==> src/rtl/fp_pkg.sv <==
// Shared single-precision field widths and the unpacked operand record used
// by the align, normalize and rounding stages.
package fp_pkg;

    localparam int unsigned EXP_W  = 8;
    localparam int unsigned FRAC_W = 23;
    localparam int unsigned SIG_W  = 24;

    localparam logic [EXP_W-1:0] EXP_MAX = 8'hFF;

    typedef struct packed {
        logic              sign;
        logic [EXP_W-1:0]  exp;
        logic [SIG_W-1:0]  sig;
    } fp_unpacked_t;

    // Splits a binary32 word; denormals flush to a zero significand.
    // sign_flip lets the caller fold an add/sub opcode into the sign.
    function automatic fp_unpacked_t fp_unpack(input logic [31:0] x, input logic sign_flip);
        fp_unpacked_t u;
        u.sign = x[31] ^ sign_flip;
        u.exp  = x[FRAC_W+EXP_W-1:FRAC_W];
        u.sig  = (u.exp != '0) ? {1'b1, x[FRAC_W-1:0]} : '0;
        return u;
    endfunction

endpackage

==> src/rtl/fp_add_align_barrel_shifter_right.sv <==
// Logarithmic right shifter for significand alignment. Amounts of 24 and
// above are handled by the caller, so only the low five bits arrive here.
module Barrel_Shifter_Right
    import fp_pkg::*;
(
    input  logic [SIG_W-1:0] data_i,
    input  logic [4:0]       amt_i,
    output logic [SIG_W-1:0] data_o
);

    logic [SIG_W-1:0] s16, s8, s4, s2;

    // Five cascaded stages: 16, 8, 4, 2, 1.
    always_comb begin
        s16    = amt_i[4] ? (data_i >> 16) : data_i;
        s8     = amt_i[3] ? (s16 >> 8)     : s16;
        s4     = amt_i[2] ? (s8 >> 4)      : s8;
        s2     = amt_i[1] ? (s4 >> 2)      : s4;
        data_o = amt_i[0] ? (s2 >> 1)      : s2;
    end

endmodule

==> src/rtl/fp_add_align.sv <==
// Pre-normalize stage of the binary32 adder: unpack, order by magnitude,
// align the smaller significand and perform the effective add/subtract.
// Two registered stages with valid/ready on both sides.
module fp_add_align
    import fp_pkg::*;
(
    input  logic        clk,
    input  logic        rst_n,
    input  logic        in_valid,
    output logic        in_ready,
    input  logic [31:0] a,
    input  logic [31:0] b,
    input  logic        op,
    output logic        out_valid,
    input  logic        out_ready,
    output logic        sign_out,
    output logic [7:0]  exponent_out,
    output logic [24:0] mantissa_out,
    output logic        is_zero,
    output logic        is_inf,
    output logic        is_nan
);

    // ---------------- stage 1: unpack, order, flag ----------------
    fp_unpacked_t     ua, ub;
    logic             a_nan, b_nan, a_inf, b_inf, a_big;
    logic             s1_valid_q;
    fp_unpacked_t     s1_big_q, s1_big_d;
    logic [SIG_W-1:0] s1_small_sig_q, s1_small_sig_d;
    logic [EXP_W-1:0] s1_diff_q, s1_diff_d;
    logic             s1_eff_sub_q, s1_eff_sub_d;
    logic             s1_nan_q, s1_nan_d;
    logic             s1_inf_q, s1_inf_d;
    logic             s1_inf_sign_q, s1_inf_sign_d;
    logic             s1_both_zero_q, s1_both_zero_d;
    logic             s1_load, s2_load;

    // Stage-2 registers double as the output registers.
    logic             s2_valid_q;
    logic             sign_q, sign_d;
    logic [EXP_W-1:0] exp_q, exp_d;
    logic [SIG_W:0]   mant_q, mant_d;
    logic             zero_q, zero_d, inf_q, inf_d, nan_q, nan_d;

    logic [SIG_W-1:0] shifted, aligned;
    logic [SIG_W:0]   sum;

    // Handshake: each stage loads when empty or when drained this cycle.
    always_comb begin
        s2_load  = s1_valid_q && (!s2_valid_q || out_ready);
        in_ready = !s1_valid_q || s2_load;
        s1_load  = in_valid && in_ready;
    end

    // Unpack both operands, pick the larger magnitude and raise special flags.
    always_comb begin
        ua    = fp_unpack(a, 1'b0);
        ub    = fp_unpack(b, op);
        a_nan = (ua.exp == EXP_MAX) && (a[FRAC_W-1:0] != '0);
        b_nan = (ub.exp == EXP_MAX) && (b[FRAC_W-1:0] != '0);
        a_inf = (ua.exp == EXP_MAX) && (a[FRAC_W-1:0] == '0);
        b_inf = (ub.exp == EXP_MAX) && (b[FRAC_W-1:0] == '0);
        // Ties on both fields keep a as the larger operand.
        a_big = (ua.exp > ub.exp) || ((ua.exp == ub.exp) && (ua.sig >= ub.sig));

        s1_eff_sub_d   = ua.sign ^ ub.sign;
        s1_big_d       = a_big ? ua : ub;
        s1_small_sig_d = a_big ? ub.sig : ua.sig;
        s1_diff_d      = a_big ? (ua.exp - ub.exp) : (ub.exp - ua.exp);
        s1_nan_d       = a_nan || b_nan || (a_inf && b_inf && s1_eff_sub_d);
        s1_inf_d       = a_inf || b_inf;
        s1_inf_sign_d  = a_inf ? ua.sign : ub.sign;
        s1_both_zero_d = (ua.exp == '0) && (ub.exp == '0);
    end

    // Stage-1 register.
    always_ff @(posedge clk or negedge rst_n) begin
        if (!rst_n) begin
            s1_valid_q     <= 1'b0;
            s1_big_q       <= '0;
            s1_small_sig_q <= '0;
            s1_diff_q      <= '0;
            s1_eff_sub_q   <= 1'b0;
            s1_nan_q       <= 1'b0;
            s1_inf_q       <= 1'b0;
            s1_inf_sign_q  <= 1'b0;
            s1_both_zero_q <= 1'b0;
        end else begin
            if (in_ready) s1_valid_q <= in_valid;
            if (s1_load) begin
                s1_big_q       <= s1_big_d;
                s1_small_sig_q <= s1_small_sig_d;
                s1_diff_q      <= s1_diff_d;
                s1_eff_sub_q   <= s1_eff_sub_d;
                s1_nan_q       <= s1_nan_d;
                s1_inf_q       <= s1_inf_d;
                s1_inf_sign_q  <= s1_inf_sign_d;
                s1_both_zero_q <= s1_both_zero_d;
            end
        end
    end

    // ---------------- stage 2: align and add ----------------
    Barrel_Shifter_Right u_shr (
        .data_i (s1_small_sig_q),
        .amt_i  (s1_diff_q[4:0]),
        .data_o (shifted)
    );

    // Truncating alignment, effective add/sub, then special-case overrides.
    always_comb begin
        aligned = (s1_diff_q >= 8'd24) ? '0 : shifted;
        sum     = s1_eff_sub_q ? ({1'b0, s1_big_q.sig} - {1'b0, aligned})
                               : ({1'b0, s1_big_q.sig} + {1'b0, aligned});
        sign_d  = s1_big_q.sign;
        exp_d   = s1_big_q.exp;
        mant_d  = sum;
        zero_d  = 1'b0;
        inf_d   = 1'b0;
        nan_d   = 1'b0;
        if (s1_nan_q) begin
            sign_d = 1'b0;
            exp_d  = EXP_MAX;
            mant_d = '0;
            nan_d  = 1'b1;
        end else if (s1_inf_q) begin
            sign_d = s1_inf_sign_q;
            exp_d  = EXP_MAX;
            mant_d = '0;
            inf_d  = 1'b1;
        end else if (s1_both_zero_q || (s1_eff_sub_q && (sum == '0))) begin
            mant_d = '0;
            zero_d = 1'b1;
            if (s1_eff_sub_q) sign_d = 1'b0;
        end
    end

    // Stage-2 / output register; holds while the consumer stalls.
    always_ff @(posedge clk or negedge rst_n) begin
        if (!rst_n) begin
            s2_valid_q <= 1'b0;
            sign_q     <= 1'b0;
            exp_q      <= '0;
            mant_q     <= '0;
            zero_q     <= 1'b0;
            inf_q      <= 1'b0;
            nan_q      <= 1'b0;
        end else begin
            if (!s2_valid_q || out_ready) s2_valid_q <= s1_valid_q;
            if (s2_load) begin
                sign_q <= sign_d;
                exp_q  <= exp_d;
                mant_q <= mant_d;
                zero_q <= zero_d;
                inf_q  <= inf_d;
                nan_q  <= nan_d;
            end
        end
    end

    assign out_valid    = s2_valid_q;
    assign sign_out     = sign_q;
    assign exponent_out = exp_q;
    assign mantissa_out = mant_q;
    assign is_zero      = zero_q;
    assign is_inf       = inf_q;
    assign is_nan       = nan_q;

endmodule

==> config.mk <==
export PLATFORM = sky130hd
export DESIGN_NAME = fp_add_align
export DESIGN_NICKNAME = d
export VERILOG_FILES = /design/src/rtl/fp_pkg.sv /design/src/rtl/fp_add_align_barrel_shifter_right.sv /design/src/rtl/fp_add_align.sv
export SDC_FILE = /design/constraint.sdc
export NUM_CORES = 1
export LEC_CHECK = 0
export BUFFER_PORTS_ARGS = -buffer_cell sky130_fd_sc_hd__clkbuf_2
export CAP_MARGIN = 20
export CORE_ASPECT_RATIO = 1.1
export CORE_UTILIZATION = 61
export CTS_CLUSTER_SIZE = 10
export DETAILED_ROUTE_END_ITERATION = 8
export GPL_TIMING_DRIVEN = 0
export PLACE_DENSITY = 0.8
export RECOVER_POWER = 50
export SETUP_SLACK_MARGIN = 0.4
export SLEW_MARGIN = 20
export SYNTH_ARGS = -nofsm -noshare
export SYNTH_HDL_FRONTEND = slang
export SYNTH_SLANG_ARGS = --single-unit
==> constraint.sdc <==
create_clock -name clk -period 6.8 [get_ports clk]
set_input_delay 1.36 -clock clk [delete_from_list [all_inputs] [get_ports clk]]
set_output_delay 1.36 -clock clk [all_outputs]
set_load 0.02 [all_outputs]
---- Yosys cells after proc, flatten, opt, wreduce, memory -nomap -nowiden ----
Cells that the tools add are included.
word-level totals
  bits in registers ....................... 109
  bits in latches ......................... 0
  memory bits (writable) .................. 0
  ROM bits ................................ 0
  logic and storage cells ................. 87
  memories ................................ 0
cells by class
  add/subtract/negate cells ............... 4
  multipliers ............................. 0
  divide/modulo/power cells ............... 0
  order comparisons ....................... 3
  equality and inequality tests ........... 3
  shifts and indexed selects .............. 0
  muxes and demuxes ....................... 28
  bitwise logic cells ..................... 2
  reductions and logical operators ........ 29
operator list
  kind                                                                                  count
  24-bit 2-to-1 mux                                                                     9
  25-bit 2-to-1 mux                                                                     4
  23-bit logical NOT                                                                    2
  23-bit nonzero test                                                                   2
  33-bit 2-to-1 mux                                                                     1
  24-bit by 24-bit adder with 25-bit output                                             1
  25-bit logical NOT                                                                    1
  24-bit by 24-bit subtractor with 25-bit output                                        1
  24-bit greater-or-equal comparator                                                    1
  8-bit 2-to-1 mux                                                                      3
  8-bit equality test (second input constant)                                           2
  8-bit logical NOT                                                                     2
  8-bit nonzero test                                                                    2
  8-bit subtractor                                                                      2
  1-bit logical AND                                                                     11
  1-bit 2-to-1 mux                                                                      11
  8-bit equality test                                                                   1
  8-bit by 5-bit greater-or-equal comparator with 1-bit output (second input constant)  1
  8-bit > comparator                                                                    1
  1-bit logical OR                                                                      7
  1-bit logical NOT                                                                     2
  1-bit XOR                                                                             2

---- Depth between registers and ports, before layout ----
Gate-level depths: netlist of run 1.
  word-level depth ........................ 14
  depth in mapped cells ................... 26
  depth with buffers taken out ............ 22

---- Modules after synthesis ----
From an unflattened synthesis of run 1, not the netlist that was laid out.
second synthesis, totals
  cell total of the unflattened synthesis .. 1224
  area, all modules ....................... 9736.8 sq um
by module, submodules not included
  module                instances  cells each  area an instance (sq um)
  fp_add_align          1          1054        8374.3
  Barrel_Shifter_Right  1          170         1362.6

---- Worst setup path after synthesis of run 1 ----
OpenSTA, ideal clock, no wires.
  path kind ............................... reg2reg
  start point ............................. register s1_diff_q[0]
  end point ............................... register zero_q, in the netlist is_zero
  setup time .............................. 0.075 ns
  arrival ................................. 5.136 ns
  data required time ...................... 6.725 ns
  path slack .............................. 1.589 ns
  stages on the path, launching flop included .. 24
  path buffers ............................ 5
  clock period less this slack ............ 5.211 ns
  cell sequence ........................... dfrtp_1 -> clkbuf_1 -> clkbuf_1 -> clkbuf_1 -> clkbuf_1 -> nor3_1 -> a211oi_1 -> inv_1 -> ha_1 -> o311a_4 -> o21ai_0 -> a21oi_1 -> o31a_1 -> ha_1 -> clkbuf_1 -> and3_1 -> o2111ai_1 -> a21oi_1 -> o2111ai_1 -> o21ai_0 -> xor2_1 -> or3_1 -> o41a_1 -> o21ai_2
between the ends
  cells in the longest elaborated chain, start to end .. 10
RTL lines
  what                                                                                                         line                                                          RTL
  from (decl)                                                                                                  fp_add_align.sv:30                                            logic [EXP_W-1:0] s1_diff_q, s1_diff_d;
  from (signal assigned)                                                                                       fp_add_align.sv:93                                            s1_diff_q <= s1_diff_d;
  8-bit by 5-bit greater-or-equal comparator with 1-bit output or 24-bit 2-to-1 mux (tied branches)            fp_add_align.sv:112, fp_add_align_barrel_shifter_right.sv:19
  24-bit 2-to-1 mux (*)                                                                                        fp_add_align.sv:112                                           aligned = (s1_diff_q >= 8'd24) ? '0 : shifted;
  24-bit by 24-bit adder with 25-bit output or 24-bit by 24-bit subtractor with 25-bit output (tied branches)  fp_add_align.sv:114, fp_add_align.sv:113
  25-bit 2-to-1 mux (*)                                                                                        fp_add_align.sv:113                                           sum = s1_eff_sub_q ? ({1'b0, s1_big_q.sig} - {1'b0, aligned})
  25-bit logical NOT (*)                                                                                       fp_add_align.sv:131                                           end else if (s1_both_zero_q || (s1_eff_sub_q && (sum == '0))) begin
  1-bit logical AND (*)                                                                                        fp_add_align.sv:131
  1-bit logical OR (*)                                                                                         fp_add_align.sv:131
  1-bit 2-to-1 mux (*)                                                                                         fp_add_align.sv:131
  1-bit 2-to-1 mux (*)                                                                                         fp_add_align.sv:126                                           end else if (s1_inf_q) begin
  1-bit 2-to-1 mux (*)                                                                                         fp_add_align.sv:121                                           if (s1_nan_q) begin
  to (signal assigned)                                                                                         fp_add_align.sv:154                                           zero_q <= zero_d;
  to (decl)                                                                                                    fp_add_align.sv:43                                            logic zero_q, zero_d, inf_q, inf_d, nan_q, nan_d;
Every way passes the cells marked *; elsewhere a longest branch is shown, timed or not.
A chain may end at the register's enable or synchronous reset.

---- Worst setup path after layout of run 1 ----
  start point ............................. register s1_diff_q[3]
  end point ............................... register zero_q, in the netlist is_zero
between the ends
  cells in the longest elaborated chain, start to end .. 13
RTL lines
  what                                                                                                         line
  branches (longest 4 deep; another with 8-bit by 5-bit greater-or-equal comparator with 1-bit output)         --
  24-bit 2-to-1 mux (*)                                                                                        fp_add_align.sv:112
  24-bit by 24-bit adder with 25-bit output or 24-bit by 24-bit subtractor with 25-bit output (tied branches)  fp_add_align.sv:114, fp_add_align.sv:113
  25-bit 2-to-1 mux (*)                                                                                        fp_add_align.sv:113
  25-bit logical NOT (*)                                                                                       fp_add_align.sv:131
  1-bit logical AND (*)                                                                                        fp_add_align.sv:131
  1-bit logical OR (*)                                                                                         fp_add_align.sv:131
  1-bit 2-to-1 mux (*)                                                                                         fp_add_align.sv:131
  1-bit 2-to-1 mux (*)                                                                                         fp_add_align.sv:126
  1-bit 2-to-1 mux (*)                                                                                         fp_add_align.sv:121
Every way passes the cells marked *.

==> flow_summary.toml, run 1 <==
[sta]
worstMarginPinSlew_ps = 2884
fin_setup_tns_ps = 0
setup_viol = 0
skew_ps = 11.44
rsz0062_at_grt = "no"
period_share_pct = 89.20
period_needed_ps = 6065
fmax_ghz = 0.1649
final_hold_viol_count = 0
drv_slew = 54
relSlewSlack_pct = -92.27

[clock_tree]
cts_tree = "yes"
clk_pin_slew_ps = 80
clkLatencyLatePin_ps = 360
cts_resized = 1
cts_buffers = 9
clock_sinks = 109
clock-root-buffer = "clkbuf_16"
cts_max_level = 3
hold_buffers = 0
cts_setup_buffers = 0
clockBufferDepth = 2

[worst_setup_path]
startpoint_type = "register"
cp_common_cell = "a21oi_1"
cp-end-kind = "register"
critPathArrivalTime_ps = 6360
path_class = "reg -> reg"
path_max_fanout = 10
crit_path_cell_trace = "buf_4 > buf_6 > buf_2 > a2111o_1 > clkbuf_1 > clkbuf_2 > a211oi_1 > inv_1 > ha_1 > o311a_4 > o21ai_0 > a21oi_1 > o31a_1 > ha_1 > clkbuf_1 > nand2_1 > o21ai_0 > nor2_1 > a21oi_1 > a21oi_1 > xnor2_1 > or3_1 > o41a_1 > o21ai_2"
worstPathRequired_ps = 7100
crit_path_max_incr_delay_ps = 550
slowest_stage = "a2111o_1"

[yosys]
ys_seq_area_share_pct = 27.24
synthCells = 1177
ys_ff_latch = 109
synth_area_um2 = 10010
yosysMostFrequentCell = "nand2_1"
synth_area_leaders = "dfrtp_1 (27%), ha_1 (8.1%), mux2i_1 (7.7%)"
syn-num-nets = 1314
yosys_warnings = 0
yosys.area.top_type_share_pct = 27.24
yosysTopAreaCell = "dfrtp_1"
synthFlopType = "dfrtp_1"
synth_edf_count = 0
synthArstFlopShare_pct = 100.0
yosys-top-cells-count = "nand2_1 (157), dfrtp_1 (109), a21oi_1 (90)"
postSynthAreaPerCell_um2 = 8.506
ys_types = 88

[floorplan]
io_pins = 108
fp.dieArea_um2 = 16930
die_h_um = 136.4
rows = 48
coreArea_um2 = 15860
initial_core_util_pct = 63.15
die_width_um = 124.2

[routing]
firstDrtPassIters = 6
viasPerCell = 6.421
vias = 9638
antenna_left = 0
wl_per_cell_um = 19.71
drt-initial-drc-count = 824
wl_um = 29580
post-route-drc-count = 0

[run_status]
outcome = "finished with violations"
violations = "capacitance limit, slew limit"

[global_routing]
antenna_found_initial = 0
grt_overflow = 0
grt_use_total_pct = 36.26
grt_pass1_wl_um = 46800
grt_max_degree = 57
first_global_vias = 8993

[placed_design]
hpwlAfterDp_um = 24150
numPortBuffers = 107
globalplace.congestion = 1.031

[final_layout]
antenna_cells = 0
fin_nets = 1433
area_delta_synth_final_pct = 10.96
drive_above_1_share_pct = 16.68
final_util_pct = 70.07
final.fill_count = 1378

[worst_hold_path]
hold_path_class = "reg -> reg"

[power]
leakage_uw = 0.005047
powerDensity_nw_per_um2 = 330.6
irDropWorstVdd_mv = 0.1478

[run]
maxCapViolCount = 1
[cell type report]
type / count / area (um^2) / share of cell area [%]
multi-input combinational: 937 / 6723 / 60.51
sequential: 109 / 2728 / 24.55
timing repair buffer: 108 / 543.0 / 4.888
buffer: 68 / 334.1 / 3.007
tap: 200 / 250.2 / 2.253
clock buffer: 10 / 239.0 / 2.151
inverter: 63 / 236.5 / 2.129
clock inverter: 6 / 56.30 / 0.5068
[critical path, delay by kind of cell (launching register included)]
kind	cells	cell delay, ps
fa+ha+maj	2	520
xor+xnor	1	160
simple gates	3	600
buf+inv	7	1410
compound gates	11	2950
flops	1	360
[state kept, by name, summed over array words and instances, names as in the netlist]
signal	cells
s1_diff_q	8
is_inf	1
s1_eff_sub_q	1
s1_both_zero_q	1
s1_inf_q	1
s1_nan_q	1
is_zero	1
sign_out	1
s1_small_sig_q	24
out_valid	1
mantissa_out	25
s1_inf_sign_q	1
s1_big_q	33
is_nan	1
exponent_out	8
s1_valid_q	1
[final timing paths]
kind,startpoint,endpoint,slack [ps],cells past startpoint
max,s1_diff_q[3]$_DFFE_PN0P_,is_zero$_DFFE_PN0P_,730,24
min,mantissa_out[6]$_DFFE_PN0P_,mantissa_out[6]$_DFFE_PN0P_,480,2
max reg2reg,s1_diff_q[3]$_DFFE_PN0P_,is_zero$_DFFE_PN0P_,730,24
min reg2reg,mantissa_out[6]$_DFFE_PN0P_,mantissa_out[6]$_DFFE_PN0P_,480,2
max in group asynchronous,rst_n,s1_valid_q$_DFFE_PN0N_,3230,1
min in group asynchronous,rst_n,mantissa_out[6]$_DFFE_PN0P_,1920,1
[cell families after synthesis]
family	share of synthesized area [%]
AOI/OAI and AO/OA	20.72
adders and majority gates	8.723
DFF	27.24
buffers and inverters	5.648
and+or+nand+nor	17.98
muxes	15.83
xor gates and xnor gates	3.849
[placed cells by master, fill, tap and decap left out, drive strengths merged, types with 28 or more instances in the layout]
cell type / count
dfrtp: 109
ha: 65
nor2: 71
inv: 64
mux2: 52
o21ai: 74
clkbuf: 162
mux2i: 77
a21oi: 90
xnor2: 28
nand2: 157
[per-stage QoR]
stage,total power [uW],instance area [um^2],hold slack (ps),instances,setup slack [ps]
after floorplan,2522,10010,449.7,1177,1589
after global placement,3066,10800,461.6,1484,495.5
after detailed placement,3104,10830,469.3,1485,449.6
after CTS,3631,11130,485.8,1501,566.4
after global routing,3919,11110,507.4,1501,407.6
final,3672,11110,476.7,1501,734.5
[power breakdown]
part	total, uW	switching, uW	internal [uW]
logic	2200	1330	867
clock network	526	260	265
registers	947	132	815
total	3670	1720	1950
[routing by layer]
| layer | vias up | track usage [%] | share of wire (%) |
|---|---|---|---|
| met4 | 0 | 18.85 | 4.9 |
| met3 | 90 | 6.669 | 7.3 |
| met1 | 4581 | 46.10 | 41 |
| met2 | 454 | 58.20 | 46 |
| li1 | 4513 | - | - |
| met5 | - | 0 | 0 |
(Power assumes the default switching activity.)
==> inputs of run 2 (changes only) <==
- CORE_UTILIZATION: 61 -> 62
- CTS_BUF_LIST: not set -> sky130_fd_sc_hd__clkbuf_2
- PLACE_DENSITY: 0.8 -> 0.82
==> flow_summary.toml, run 2 (synthesized netlist as in run 1, its figures left out) <==
[floorplan]
die_h_um = 135.3
die_width_um = 123.2
rows = 48
initial_core_util_pct = 63.63
coreArea_um2 = 15740
io_pins = 108
fp.dieArea_um2 = 16660

[worst_setup_path]
critical-path-top-delay-family = "compound AO/OA/AOI/OAI gates"
r2r_end = "is_zero$_DFFE_PN0P_"
r2r_cells = 23
critPathArrivalTime_ps = 6700
startpoint_type = "register"
cp_num_buf_inv = 6
r2r-start = "s1_diff_q[0]$_DFFE_PN0P_"
reg2reg_slack_ps = 710
crit_path_max_incr_delay_ps = 490
crit_path_cell_trace = "clkbuf_2 > clkbuf_2 > clkbuf_1 > clkbuf_1 > nor3_1 > a211oi_1 > inv_1 > ha_1 > o311a_4 > o21ai_0 > nand2b_1 > xnor2_1 > ha_1 > clkbuf_1 > and3_1 > o211ai_1 > a21o_1 > a21oi_1 > a21oi_1 > xnor2_1 > or3_1 > o41a_1 > o21ai_2"
slowest_stage = "dfrtp_1"
worstPathRequired_ps = 7410
path_max_fanout = 10
cp_common_cell = "clkbuf_1"
path_class = "reg -> reg"
cp-end-kind = "register"
crit_cells = 23

[clock_tree]
clockBufferDepth = 2
cts_tree = "yes"
clk_pin_slew_ps = 300
cts_buffers = 9
clkLatencyLatePin_ps = 640
cts_max_level = 3
cts_setup_buffers = 0
clock-root-buffer = "clkbuf_2"
clock_sinks = 109

[global_routing]
grt_use_total_pct = 35.84
grt_max_degree = 80
grt_overflow = 0
grt_pass1_wl_um = 46110
antenna_found_initial = 0
first_global_vias = 8884

[final_layout]
mostFrequentLayoutCells = "nand2_1 (157), clkbuf_2 (118), dfrtp_1 (109), a21oi_1 (89), mux2i_1 (77)"
largest_reg_flops = 33
final_common_cell = "nand2_1"
fin_nets = 1433
antenna_cells = 0
area_delta_synth_final_pct = 8.998
top_register = "s1_big_q"
drive_above_1_share_pct = 17.45

[sta]
skew_ps = 29.58
fin_setup_tns_ps = 0
period_share_pct = 89.60
drv_slew = 112
period_needed_ps = 6093
worst_slack_ps = 707.4
rsz0062_at_grt = "no"
setup_viol = 0
relSlewSlack_pct = -137.0
hold_slack_ps = 517.3
fmax_ghz = 0.1641
final_hold_viol_count = 0
worstMarginPinSlew_ps = 3556

[placed_design]
globalplace.congestion = 0.9727
place_ws_ps = 412.4
numPortBuffers = 107
hpwlAfterDp_um = 23660

[run_status]
violations = "capacitance limit, slew limit"
outcome = "finished with violations"

[worst_hold_path]
min_from = "mantissa_out[12]$_DFFE_PN0P_"
hold_depth = 2
hold_path_class = "reg -> reg"
min_to = "mantissa_out[12]$_DFFE_PN0P_"

[routing]
antenna_left = 0
wl_um = 28990
viasPerCell = 6.318
firstDrtPassIters = 7
wl_per_cell_um = 19.32
vias = 9483
post-route-drc-count = 0
drt-initial-drc-count = 872

[power]
irDropWorstVdd_mv = 0.1523
leakage_uw = 0.005003
powerDensity_nw_per_um2 = 312.5

[run]
maxCapViolCount = 2
==> run 2: cell count changes in the layout (fill, tap and decap cells not counted), sizes merged <==
cell,before,now
clkinv,3,5
clkinvlp,2,0
inv,64,63
clkdlybuf4s25,0,1
clkbuf,162,164
buf,24,22
==> run 2: area by class of cell <==
type / instances / area (um^2)
Sequential cell: 109 / 2728
Tap cell: 200 / 250.2
Timing Repair Buffer: 108 / 539.3
Buffer: 68 / 335.3
Multi-Input combinational cell: 937 / 6723
Inverter: 63 / 236.5
Clock buffer: 11 / 55.05
Fill cell: 1324 / 4822
Clock inverter: 5 / 46.29
==> run 2: power breakdown <==
group | internal [uW] | switching (uW)
Sequential | 814 | 129
Clock | 56.5 | 231
Combinational | 870 | 1310
==> run 2: routing by layer <==
metal  track usage (%)  routed length [um]  vias to the layer above
met1             46.17               12100                     4487
met4             12.12                 777                        0
met3             6.439                2087                       55
met5                 0                   0                        -
li1                  -                   -                     4513
met2             60.15               14030                      428
==> run 2: stage by stage <==
step | power [uW] | util, % | std cells | cell area (um^2)
after floorplan | 2522 | - | 1177 | 10010
after global placement | 3057 | 68.62 | 1484 | 10800
after detailed placement | 3094 | 68.85 | 1485 | 10830
after CTS | 3378 | 69.51 | 1501 | 10940
after global routing | 3658 | 69.35 | 1501 | 10910
final | 3410 | 69.35 | 1501 | 10910
==> run 2: worst max path at each step <==
stage	startpoint	end
after floorplan	s1_diff_q[0]$_DFFE_PN0P_	is_zero$_DFFE_PN0P_
after global placement	s1_diff_q[0]$_DFFE_PN0P_	is_zero$_DFFE_PN0P_
after detailed placement	s1_diff_q[0]$_DFFE_PN0P_	is_zero$_DFFE_PN0P_
after CTS	s1_diff_q[0]$_DFFE_PN0P_	is_zero$_DFFE_PN0P_
after global routing	s1_diff_q[0]$_DFFE_PN0P_	is_zero$_DFFE_PN0P_
final	s1_diff_q[0]$_DFFE_PN0P_	is_zero$_DFFE_PN0P_
==> run 2: what timing repair did <==
item                       CTS  global route
resized for setup            1            10
hold buffers                 0             0
pin swaps                    0             0
setup endpoints to repair    1             2
==> run 2: tightest hold or removal path: stages (launching register included) <==
cell and delay (ps):
dfrtp_1 410, nand2_1 40, o21ai_0 60
